<file path="src/rtl/router_pkg.sv">
// Derived-constant helpers shared by the router and its upstream feeders
// (ofm_packer), plus the packer's pending-slot state type.
package router_pkg;

  typedef enum logic [0:0] {
    PEND_EMPTY = 1'b0,
    PEND_HELD  = 1'b1
  } pend_state_e;

  function automatic int calc_num_cycle(input int bottleneck, input int ou, input int delta_x);
    return (bottleneck * ou) / delta_x;
  endfunction

  function automatic int calc_data_amount(input int k, input int out_ch);
    return k * out_ch;
  endfunction

  function automatic int calc_how_many_pixel(input int data_amount, input int num_cycle);
    return (data_amount + num_cycle - 1) / num_cycle;
  endfunction

  function automatic int calc_wire_num(input int how_many_pixel, input int bit_ofm);
    return how_many_pixel * bit_ofm;
  endfunction

  function automatic int calc_words_per_tile(input int data_amount, input int how_many_pixel);
    return (data_amount + how_many_pixel - 1) / how_many_pixel;
  endfunction

  function automatic int calc_pace(input int num_cycle, input int words_per_tile);
    int p;
    p = num_cycle / words_per_tile;
    if (p < 1) begin
      p = 1;
    end
    return p;
  endfunction

  // Bits needed for a counter over 0..n_values-1, never less than one.
  function automatic int calc_cnt_width(input int n_values);
    int w;
    w = $clog2(n_values);
    if (w < 1) begin
      w = 1;
    end
    return w;
  endfunction

endpackage

</file>
<file path="src/rtl/ofm_pace_timer.sv">
// Write pacing counter: loads PACE-1 on every write and counts down to zero;
// the next write is only allowed once it is back at zero.
module ofm_pace_timer
  import router_pkg::*;
#(
  parameter int PACE = 4
) (
  input  logic clk,
  input  logic rst_n,
  input  logic load,
  output logic pace_ok
);

  localparam int CW = calc_cnt_width(PACE);

  logic [CW-1:0] cnt_r;

  // Pace countdown register
  always_ff @(posedge clk or negedge rst_n) begin
    if (!rst_n) begin
      cnt_r <= '0;
    end else if (load) begin
      cnt_r <= CW'(PACE - 1);
    end else if (cnt_r != '0) begin
      cnt_r <= cnt_r - CW'(1);
    end
  end

  assign pace_ok = (cnt_r == '0);

endmodule

</file>
<file path="src/rtl/ofm_packer.sv">
// Packs H OFM pixels per word and feeds one router branch input (WRITE/full).
// Optional write pacing to the bottleneck budget under `define PACKER_PACE_EN.
module ofm_packer
  import router_pkg::*;
#(
  parameter  int K           = 3,
  parameter  int BOTTLENECK  = 1668,
  parameter  int BIT_OFM     = 29,
  parameter  int DELTA_X     = 16,
  parameter  int OU          = 8,
  parameter  int OUT_CH      = 64,
  localparam int NUM_CYCLE   = calc_num_cycle(BOTTLENECK, OU, DELTA_X),
  localparam int DATA_AMOUNT = calc_data_amount(K, OUT_CH),
  localparam int H           = calc_how_many_pixel(DATA_AMOUNT, NUM_CYCLE),
  localparam int WIRE_NUM    = calc_wire_num(H, BIT_OFM)
) (
  input  logic                clk,
  input  logic                rst_n,
  input  logic [BIT_OFM-1:0]  PIXEL_IN,
  input  logic                PIXEL_VALID,
  output logic                pixel_ready,
  input  logic                DOWNSTREAM_FULL,
  output logic [WIRE_NUM-1:0] packed_data,
  output logic                packed_write,
  output logic                tile_done
);

  localparam int LANE_W = calc_cnt_width(H);
  localparam int PIX_W  = calc_cnt_width(DATA_AMOUNT);

  logic [LANE_W-1:0]   lane_cnt_r;
  logic [PIX_W-1:0]    pix_cnt_r;
  logic [WIRE_NUM-1:0] asm_r;
  logic [WIRE_NUM-1:0] pend_data_r;
  logic                pend_last_r;
  pend_state_e         state_r;
  pend_state_e         state_next_s;

  logic [WIRE_NUM-1:0] word_s;
  logic                pend_valid_s;
  logic                last_pix_s;
  logic                lane_room_s;
  logic                ready_s;
  logic                accept_s;
  logic                close_s;
  logic                pace_ok_s;
  logic                write_s;

  assign pend_valid_s = (state_r == PEND_HELD);
  assign last_pix_s   = (pix_cnt_r == PIX_W'(DATA_AMOUNT - 1));
  // lane_cnt never exceeds H-1, so "not the top lane" is the same as "< H-1".
  assign lane_room_s  = (lane_cnt_r != LANE_W'(H - 1));
  assign ready_s      = !pend_valid_s || (lane_room_s && !last_pix_s);
  assign accept_s     = PIXEL_VALID && ready_s;
  assign close_s      = accept_s && (!lane_room_s || last_pix_s);
  assign write_s      = pend_valid_s && !DOWNSTREAM_FULL && pace_ok_s;

  // Current assembly word with the incoming pixel dropped into its lane
  always_comb begin
    word_s = asm_r;
    for (int i = 0; i < H; i++) begin
      if (lane_cnt_r == LANE_W'(i)) begin
        word_s[i*BIT_OFM +: BIT_OFM] = PIXEL_IN;
      end else begin
        word_s[i*BIT_OFM +: BIT_OFM] = asm_r[i*BIT_OFM +: BIT_OFM];
      end
    end
  end

  // Assembly register, lane counter and tile pixel counter
  always_ff @(posedge clk or negedge rst_n) begin
    if (!rst_n) begin
      asm_r      <= '0;
      lane_cnt_r <= '0;
      pix_cnt_r  <= '0;
    end else if (accept_s) begin
      pix_cnt_r <= last_pix_s ? '0 : pix_cnt_r + PIX_W'(1);
      if (close_s) begin
        asm_r      <= '0;
        lane_cnt_r <= '0;
      end else begin
        asm_r      <= word_s;
        lane_cnt_r <= lane_cnt_r + LANE_W'(1);
      end
    end
  end

  // Pending word register, loaded only on word close (slot is always empty then)
  always_ff @(posedge clk or negedge rst_n) begin
    if (!rst_n) begin
      pend_data_r <= '0;
      pend_last_r <= 1'b0;
    end else if (close_s) begin
      pend_data_r <= word_s;
      pend_last_r <= last_pix_s;
    end
  end

  // Pending slot state register
  always_ff @(posedge clk or negedge rst_n) begin
    if (!rst_n) begin
      state_r <= PEND_EMPTY;
    end else begin
      state_r <= state_next_s;
    end
  end

  // Pending slot next-state logic
  always_comb begin
    state_next_s = state_r;
    case (state_r)
      PEND_EMPTY: begin
        if (close_s) begin
          state_next_s = PEND_HELD;
        end else begin
          state_next_s = PEND_EMPTY;
        end
      end
      PEND_HELD: begin
        if (write_s) begin
          state_next_s = PEND_EMPTY;
        end else begin
          state_next_s = PEND_HELD;
        end
      end
      default: state_next_s = PEND_EMPTY;
    endcase
  end

`ifdef PACKER_PACE_EN
  localparam int WORDS_PER_TILE = calc_words_per_tile(DATA_AMOUNT, H);
  localparam int PACE           = calc_pace(NUM_CYCLE, WORDS_PER_TILE);

  ofm_pace_timer #(
    .PACE(PACE)
  ) u_pace_timer (
    .clk    (clk),
    .rst_n  (rst_n),
    .load   (write_s),
    .pace_ok(pace_ok_s)
  );
`else
  assign pace_ok_s = 1'b1;
`endif

  assign pixel_ready  = ready_s;
  assign packed_data  = pend_data_r;
  assign packed_write = write_s;
  assign tile_done    = write_s && pend_last_r;

endmodule

</file>
<file path="config.mk">
export PLATFORM = sky130hd
export DESIGN_NAME = ofm_packer
export DESIGN_NICKNAME = d
export VERILOG_FILES = /design/src/rtl/router_pkg.sv /design/src/rtl/ofm_pace_timer.sv /design/src/rtl/ofm_packer.sv
export SDC_FILE = /design/constraint.sdc
export NUM_CORES = 1
export LEC_CHECK = 0
export CAP_MARGIN = 5
export CORE_ASPECT_RATIO = 1.5
export CORE_UTILIZATION = 30
export DETAILED_ROUTE_END_ITERATION = 8
export SYNTH_ARGS = -nofsm -noshare
export SYNTH_HDL_FRONTEND = slang
export SYNTH_SLANG_ARGS = --single-unit
</file>
<file path="constraint.sdc">
create_clock -name clk -period 6.3 [get_ports clk]
set_clock_uncertainty 0.05 [all_clocks]
set_input_delay 1.89 -clock clk [delete_from_list [all_inputs] [get_ports clk]]
set_output_delay 1.89 -clock clk [all_outputs]
set_load 0.01 [all_outputs]
</file>
==> impl_metrics.py, run 1 <==
metrics = {
    "status": {
        "outcome": "finished, violations left",
        "violations": "DRC",
    },
    "synth": {
        "ys_seq_elements": 69,
        "synth_area_per_cell_um2": 14.5,
        "synth_cells": 210,
        "syn-cell-area_um2": 3040,
        "yosys_warnings": 0,
        "ys_seq_area_frac": 0.568,
        "synth.distinct_cells": 27,
        "synthesis.nets": 244,
    },
    "timing": {
        "rsz0062_at_grt": "false",
        "period_share": 0.805,
        "relSlewSlack": 0.418,
        "worstMarginPinSlew_ns": 0.873,
        "hold_viol": 0,
        "fmax_ghz": 0.197,
        "final_max_slew_viol_count": 0,
        "min_period_ns": 5.07,
        "setup_viol": 0,
        "tns_ns": 0,
    },
    "power_and_ir_drop": {
        "switching_share": 0.259,
        "p_comb_frac": 0.317,
        "p_int_mw": 1.28,
        "power_frac_clock": 0.314,
        "power_leakage_nw": 1.85,
        "max-vdd-ir-drop_mv": 0.160,
        "switchingPower_uw": 449,
        "p_seq_frac": 0.369,
        "design_power_total_mw": 1.73,
        "powerDensity_nw_per_um2": 426,
    },
    "global_routing": {
        "grt_max_degree": 70,
        "grt_pass1_wl_um": 9780,
        "grt-ovfl-total": 0,
        "grtUsageTotal": 0.121,
        "grt_pass1_vias": 2018,
        "antenna_found_initial": 0,
    },
    "place": {
        "port_buffers": 64,
        "place_hpwl_um": 3370,
        "finalWeightedCongestion": 0.720,
    },
    "floorplan": {
        "die-area_um2": 10600,
        "die_w_um": 84.2,
        "die_h_um": 125,
        "core-area_um2": 9740,
        "num_io_pins": 65,
        "start_util": 0.312,
        "placementRows": 44,
    },
    "cts": {
        "cts.clk_slew.worst_paths_ns": 0.05,
        "cts_max_path_buffers": 2,
        "cts_tree": "done",
        "clock_sinks": 69,
        "root_buffer": "clkbuf_16",
        "cts_resized": 0,
        "cts_buffers": 9,
        "post_cts.repair.setup_buffers": 0,
        "htree_num_levels": 3,
        "hold_buffers": 0,
        "insertion_delay_ns": 0.33,
    },
    "cells_and_area": {
        "multi_input_area_um2": 1210,
        "antenna_cells": 0,
        "layout.area.seq_um2": 1730,
        "layout-drive-gt1-share": 0.288,
        "fillers": 933,
        "nNetsFinal": 310,
        "final_common_cell": "dfrtp_1",
        "area_growth_pct": 33.8,
        "layout_common_cells": "dfrtp_1 (69), clkdlybuf4s50_1 (63), and2_1 (31), mux2_2 (31), mux2_4 (29)",
    },
    "critical_path": {
        "cp.required_ns": 4.36,
        "crit_family": "buffers and inverters",
        "criticalPathCategory": "input pin to primary output",
        "crit_chain": "clkdlybuf4s50_1 -> nor2_1 -> and2_1 -> clkdlybuf4s50_1",
        "crit_buf_inv": 2,
        "startpoint_type": "input pin",
        "crit_top_cell": "clkdlybuf4s50_1",
        "worstPathMaxFanout": 3,
        "worstSetupEndpointType": "primary output",
        "critPathMaxStageDelay_ns": 0.53,
        "arrival_ns": 3.13,
        "slowest_stage": "clkdlybuf4s50_1",
    },
    "flow_run": {
        "maxCapViolations": 0,
    },
    "routing": {
        "wl_um": 5490,
        "vias_per_cell": 4.44,
        "wire_per_inst_um": 13.9,
        "vias": 1757,
        "drt_first_pass_iters": 6,
        "drtIter0Drc": 80,
        "ant_nets": 0,
        "drc": 6,
    },
    "worst_hold_path": {
        "min_path_type": "register to register",
    },
}
==> synthesized netlist by cell type (all sizes together) <==
master	n	area, um^2
dfrtp	69	1730
or4	1	11.3
o2bb2ai	1	8.76
and2	31	194
xor2	2	17.5
clkbuf	7	26.3
nand3	3	20.0
nand4	1	6.26
nor3	2	10.0
or2b	1	7.51
ha	1	12.5
inv	4	15.0
nor4	1	6.26
mux2	60	785
a21o	1	15.0
mux2i	3	30.0
o21ai	4	20.0
a21oi	1	5.00
o221ai	1	8.76
buf	4	66.3
nand2	6	22.5
nor2	5	18.8
nand4b	1	8.76
==> worst paths after layout <==
| kind | slack, ns | from | depth (start not counted) | to |
|---|---|---|---|---|
| min reg2reg | 0.43 | asm_r[0]$_DFFE_PN0N_ | 1 | asm_r[0]$_DFFE_PN0N_ |
| max | 1.23 | DOWNSTREAM_FULL | 4 | tile_done |
| min in group asynchronous | 1.72 | rst_n | 2 | packed_data[2]$_DFFE_PN0P_ |
| min | 0.43 | asm_r[0]$_DFFE_PN0N_ | 1 | asm_r[0]$_DFFE_PN0N_ |
| max reg2reg | 4.03 | pix_cnt_r[0]$_DFFE_PN0N_ | 5 | packed_data[24]$_DFFE_PN0P_ |
| max in group asynchronous | 3.93 | rst_n | 2 | asm_r[26]$_DFFE_PN0N_ |
==> cell type report <==
type                    count  area share
clock buffers              12      0.0630
clock inverters             4      0.0172
inverters                   4     0.00369
multi-input cells         126       0.297
flip-flops and latches     69       0.424
well taps                 115      0.0354
repair buffers             66       0.160
==> state kept, by name, indices dropped and copies added (netlist names) <==
signal / count
packed_data: 29
pend_valid_s: 1
pix_cnt_r: 8
asm_r: 29
lane_cnt_r: 1
pend_last_r: 1
==> through the flow <==
step | area [um^2] | hold WS, ns | instances | util | worst slack [ns]
global placement | 3740 | 0.414 | 380 | 0.384 | 1.27
floorplan | 3040 | 0.397 | 210 | - | 2.05
global route | 4070 | 0.441 | 396 | 0.418 | 1.14
finish | 4070 | 0.426 | 396 | 0.418 | 1.23
detailed placement | 3740 | 0.415 | 380 | 0.384 | 1.23
CTS | 4070 | 0.432 | 396 | 0.418 | 1.22
==> kinds of logic after synthesis <==
family                   share of synthesized area
flip-flops                                   0.568
multiplexers                                 0.268
AND/OR/NAND/NOR                              0.100
buffers and inverters                       0.0354
AO/OA/AOI/OAI                               0.0189
XOR/XNOR                                   0.00576
adder cells (fa/ha/maj)                    0.00411
==> power by group through the flow <==
stage | sequential [mW] | combinational, mW | clock [mW]
floorplan | 0.678 | 0.269 | 0
global placement | 0.646 | 0.555 | 0
detailed placement | 0.646 | 0.558 | 0
CTS | 0.643 | 0.559 | 0.563
global route | 0.660 | 0.590 | 0.579
finish | 0.640 | 0.549 | 0.544
==> routing by layer <==
metal  share of wire  vias up  track usage
met4           0.039        0       0.0974
met1            0.45      858        0.148
met5               0        -            0
met2            0.48       38        0.187
met3           0.035       12       0.0211
li1                -      849            -
==> worst register-to-register path: cells and delay by family, from the launching register on <==
| family | cells | cell delay [ns] |
|---|---|---|
| AO/OA/AOI/OAI | 1 | 0.47 |
| adder cells (fa/ha/maj) | 1 | 0.23 |
| flip-flops | 1 | 0.38 |
| multiplexers | 1 | 0.45 |
| AND/OR/NAND/NOR | 2 | 0.57 |
Power figures use the tool's default switching activity.
==> run 2, diff against run 1 <==
Clock period 6.3 ns to 5 ns, I/O delays scaled along.
==> impl_metrics.py, run 2 (same netlist as run 1, synthesis figures left out) <==
metrics = {
    "cts": {
        "hold_buffers": 0,
        "cts_max_path_buffers": 2,
        "cts_resized": 0,
        "insertion_delay_ns": 0.33,
        "cts_buffers": 9,
        "cts.clk_slew.worst_paths_ns": 0.05,
        "htree_num_levels": 3,
        "root_buffer": "clkbuf_16",
        "post_cts.repair.setup_buffers": 0,
        "cts_tree": "done",
        "clock_sinks": 69,
    },
    "flow_run": {
        "maxCapViolations": 0,
    },
    "floorplan": {
        "core-area_um2": 9740,
        "num_io_pins": 65,
        "start_util": 0.312,
        "placementRows": 44,
        "die_w_um": 84.2,
        "die_h_um": 125,
        "die-area_um2": 10600,
    },
    "power_and_ir_drop": {
        "p_comb_frac": 0.319,
        "p_seq_frac": 0.370,
        "switchingPower_uw": 577,
        "powerDensity_nw_per_um2": 536,
        "power_frac_clock": 0.311,
        "max-vdd-ir-drop_mv": 0.193,
        "p_int_mw": 1.60,
        "switching_share": 0.264,
        "power_leakage_nw": 1.85,
    },
    "cells_and_area": {
        "final_util": 0.418,
        "layout_common_cells": "dfrtp_1 (69), clkdlybuf4s50_1 (63), and2_1 (31), mux2_2 (31), mux2_4 (29)",
        "fin_area_um2": 4070,
        "antenna_cells": 0,
        "nNetsFinal": 310,
        "fin_cells": 396,
        "final_common_cell": "dfrtp_1",
        "layout-drive-gt1-share": 0.292,
        "area_growth_pct": 33.8,
    },
    "place": {
        "port_buffers": 64,
        "finalWeightedCongestion": 0.704,
        "place_hpwl_um": 3560,
        "dpl.cell_count": 380,
        "dpl_cell_area_um2": 3740,
    },
    "routing": {
        "drt_first_pass_iters": 5,
        "vias_per_cell": 4.53,
        "wire_per_inst_um": 14.2,
        "drc": 6,
        "vias": 1794,
        "ant_nets": 0,
        "wl_um": 5610,
        "drtIter0Drc": 77,
    },
    "global_routing": {
        "grt_pass1_vias": 1959,
        "grtUsageTotal": 0.119,
        "grt_max_degree": 61,
        "grt_pass1_wl_um": 9680,
        "antenna_found_initial": 0,
        "grt-ovfl-total": 0,
    },
    "timing": {
        "whs_ns": 0.429,
        "setup_viol": 0,
        "period_share": 0.857,
        "min_period_ns": 4.29,
        "rsz0062_at_grt": "false",
        "fmax_ghz": 0.233,
        "hold_viol": 0,
        "tns_ns": 0,
        "final_max_slew_viol_count": 0,
        "worstMarginPinSlew_ns": 0.779,
        "relSlewSlack": 0.480,
    },
    "critical_path": {
        "worstPathMaxFanout": 3,
        "arrival_ns": 2.74,
        "criticalPathCategory": "input pin to primary output",
        "startpoint_type": "input pin",
        "cp.required_ns": 3.45,
        "worstSetupEndpointType": "primary output",
    },
    "status": {
        "violations": "DRC",
        "outcome": "finished, violations left",
    },
    "worst_hold_path": {
        "min_path_type": "register to register",
    },
}
[run 2: cell count changes in the layout (fill, tap and decap cells not counted)]
cell        delta
clkinvlp_4     +1
clkinv_4       +1
clkbuf_1       -1
clkbuf_8       -1
[run 2: path summary, 6_finish.rpt]
path                                     startpoint                           to  slack [ns]  cells past startpoint
max in group asynchronous                     rst_n         asm_r[4]$_DFFE_PN0N_        2.75                      2
setup reg to reg           pix_cnt_r[0]$_DFFE_PN0N_  packed_data[16]$_DFFE_PN0P_        2.73                      5
hold / removal                asm_r[26]$_DFFE_PN0N_        asm_r[26]$_DFFE_PN0N_        0.43                      1
setup / recovery                    DOWNSTREAM_FULL                    tile_done        0.71                      4
min in group asynchronous                     rst_n   packed_data[2]$_DFFE_PN0P_        1.19                      1
hold reg to reg               asm_r[26]$_DFFE_PN0N_        asm_r[26]$_DFFE_PN0N_        0.43                      1
[run 2: metrics by stage]
| stage | power, mW | setup WS [ns] |
|---|---|---|
| after floorplan | 1.19 | 1.53 |
| after global placement | 1.51 | 0.746 |
| after detailed placement | 1.52 | 0.713 |
| after CTS | 2.22 | 0.707 |
| after global routing | 2.30 | 0.673 |
| final | 2.18 | 0.715 |
[run 2: layer usage]
layer	GRT usage	vias up	share of wire	wire length, um
li1	-	845	-	-
met1	0.149	902	0.45	2510
met2	0.185	38	0.49	2760
met3	0.0271	9	0.037	209
met4	0.0730	0	0.024	133
met5	0	-	0	0
[run 2: power groups by stage]
stage                     clock (mW)  sequential (mW)  combinational, mW
after floorplan                    0            0.855              0.339
after global placement             0            0.814              0.699
after detailed placement           0            0.813              0.704
after CTS                      0.700            0.809              0.706
after global routing           0.725            0.829              0.744
final                          0.679            0.807              0.695
[run 2: final cells by class]
| cell class | count | area, um^2 |
|---|---|---|
| tap | 115 | 144 |
| timing repair buffer | 66 | 651 |
| multi-input combinational | 126 | 1210 |
| inverter | 4 | 15.0 |
| fill | 916 | 5680 |
| clock inverter | 6 | 86.3 |
| sequential | 69 | 1730 |
| clock buffer | 10 | 239 |
[run 2: critical path, cell delays in order]
cell and delay, ns:
clkdlybuf4s50_1 0.41, nor2_1 0.15, and2_1 0.14, clkdlybuf4s50_1 0.53
==> run 3, diff against run 2 <==
Settings changed: CORE_UTILIZATION 30 to 45, PLACE_DENSITY_LB_ADDON set to 0.2.
==> impl_metrics.py, run 3 (same netlist as run 1, synthesis figures left out) <==
metrics = {
    "power_and_ir_drop": {
        "switchingPower_uw": 550,
        "powerDensity_nw_per_um2": 510,
        "max-vdd-ir-drop_mv": 0.248,
        "p_int_mw": 1.45,
        "switching_share": 0.275,
        "design_power_total_mw": 2.00,
        "p_comb_frac": 0.346,
        "power_leakage_nw": 1.80,
        "p_seq_frac": 0.403,
        "power_frac_clock": 0.250,
    },
    "cts": {
        "cts_max_path_buffers": 2,
        "cts_tree": "done",
        "cts_resized": 0,
        "cts.clk_slew.worst_paths_ns": 0.07,
        "hold_buffers": 0,
        "clock_sinks": 69,
        "htree_num_levels": 3,
        "insertion_delay_ns": 0.34,
        "post_cts.repair.setup_buffers": 0,
        "root_buffer": "clkbuf_8",
        "cts_buffers": 9,
    },
    "cells_and_area": {
        "area_growth_pct": 28.8,
        "layout.area.seq_um2": 1730,
        "layout_common_cells": "dfrtp_1 (69), clkdlybuf4s50_1 (63), and2_1 (31), mux2_2 (31), mux2_4 (29)",
        "layout-drive-gt1-share": 0.292,
        "fin_cells": 357,
        "final_common_cell": "dfrtp_1",
        "fillers": 515,
        "nNetsFinal": 310,
        "multi_input_area_um2": 1210,
        "antenna_cells": 0,
        "final_util": 0.600,
    },
    "global_routing": {
        "grt_pass1_vias": 1851,
        "antenna_found_initial": 0,
        "grtUsageTotal": 0.167,
        "grt_max_degree": 61,
        "grt_pass1_wl_um": 9040,
        "grt-ovfl-total": 0,
    },
    "routing": {
        "ant_nets": 0,
        "drt_first_pass_iters": 4,
        "drtIter0Drc": 137,
        "vias": 1807,
        "wire_per_inst_um": 14.9,
        "drc": 0,
        "wl_um": 5320,
        "vias_per_cell": 5.06,
    },
    "critical_path": {
        "cp.required_ns": 3.45,
        "startpoint_type": "input pin",
        "worstPathMaxFanout": 3,
        "worstSetupEndpointType": "primary output",
        "arrival_ns": 2.72,
        "criticalPathCategory": "input pin to primary output",
    },
    "timing": {
        "final_max_slew_viol_count": 0,
        "period_share": 0.854,
        "min_period_ns": 4.27,
        "tns_ns": 0,
        "hold_viol": 0,
        "relSlewSlack": 0.497,
        "rsz0062_at_grt": "false",
        "worstMarginPinSlew_ns": 0.755,
        "fmax_ghz": 0.234,
        "setup_viol": 0,
    },
    "floorplan": {
        "die-area_um2": 7100,
        "placementRows": 36,
        "num_io_pins": 65,
        "die_w_um": 69.1,
        "core-area_um2": 6530,
        "start_util": 0.466,
        "die_h_um": 103,
    },
    "place": {
        "port_buffers": 64,
        "dpl.cell_count": 341,
        "place_hpwl_um": 3290,
        "finalWeightedCongestion": 0.751,
    },
    "worst_hold_path": {
        "min_path_type": "register to register",
    },
    "flow_run": {
        "maxCapViolations": 0,
    },
    "status": {
        "outcome": "finished, final reports clean",
    },
}
run 3: area by class of cell:
| type | instances | share of cell area |
|---|---|---|
| sequential | 69 | 0.441 |
| multi-input combinational | 126 | 0.308 |
| timing repair buffer | 66 | 0.166 |
| clock buffer | 10 | 0.0351 |
| tap | 76 | 0.0243 |
| clock inverter | 6 | 0.0220 |
| inverter | 4 | 0.00383 |
run 3: per-stage QoR:
| step | hold slack [ns] | setup slack [ns] | cell area [um^2] |
|---|---|---|---|
| 2_1_floorplan | 0.397 | 1.53 | 3040 |
| 3_3_place_gp | 0.413 | 0.753 | 3690 |
| 3_5_place_dp | 0.416 | 0.739 | 3690 |
| 4_1_cts | 0.438 | 0.727 | 3920 |
| 5_1_grt | 0.450 | 0.663 | 3920 |
| 6_report | 0.431 | 0.731 | 3920 |
run 3: final timing paths:
check / start / end / slack [ns] / cells after the start
min in group asynchronous: rst_n / packed_data[24]$_DFFE_PN0P_ / 1.14 / 1
hold reg to reg: asm_r[5]$_DFFE_PN0N_ / asm_r[5]$_DFFE_PN0N_ / 0.43 / 1
max in group asynchronous: rst_n / packed_data[5]$_DFFE_PN0P_ / 2.80 / 2
hold / removal: asm_r[5]$_DFFE_PN0N_ / asm_r[5]$_DFFE_PN0N_ / 0.43 / 1
setup reg to reg: pix_cnt_r[0]$_DFFE_PN0N_ / packed_data[12]$_DFFE_PN0P_ / 2.73 / 5
setup / recovery: DOWNSTREAM_FULL / tile_done / 0.73 / 4
run 3: critical path, cell delays in order:
cell and delay [ns]:
clkdlybuf4s50_1 0.40, nor2_1 0.15, and2_1 0.15, clkdlybuf4s50_1 0.52
run 3: power by group through the flow:
stage / combinational, mW / clock (mW) / sequential (mW)
after floorplan: 0.339 / 0 / 0.855
after global placement: 0.696 / 0 / 0.811
after detailed placement: 0.704 / 0 / 0.810
after CTS: 0.704 / 0.516 / 0.807
after global routing: 0.746 / 0.544 / 0.826
final: 0.692 / 0.500 / 0.806
run 3: metal layers:
metal  global-route usage  vias up  part of all wire
met1                0.210      910              0.45
li1                     -      845                 -
met5                    0        -                 0
met2                0.266       42              0.50
met4                0.104        0             0.023
met3               0.0342       10             0.031
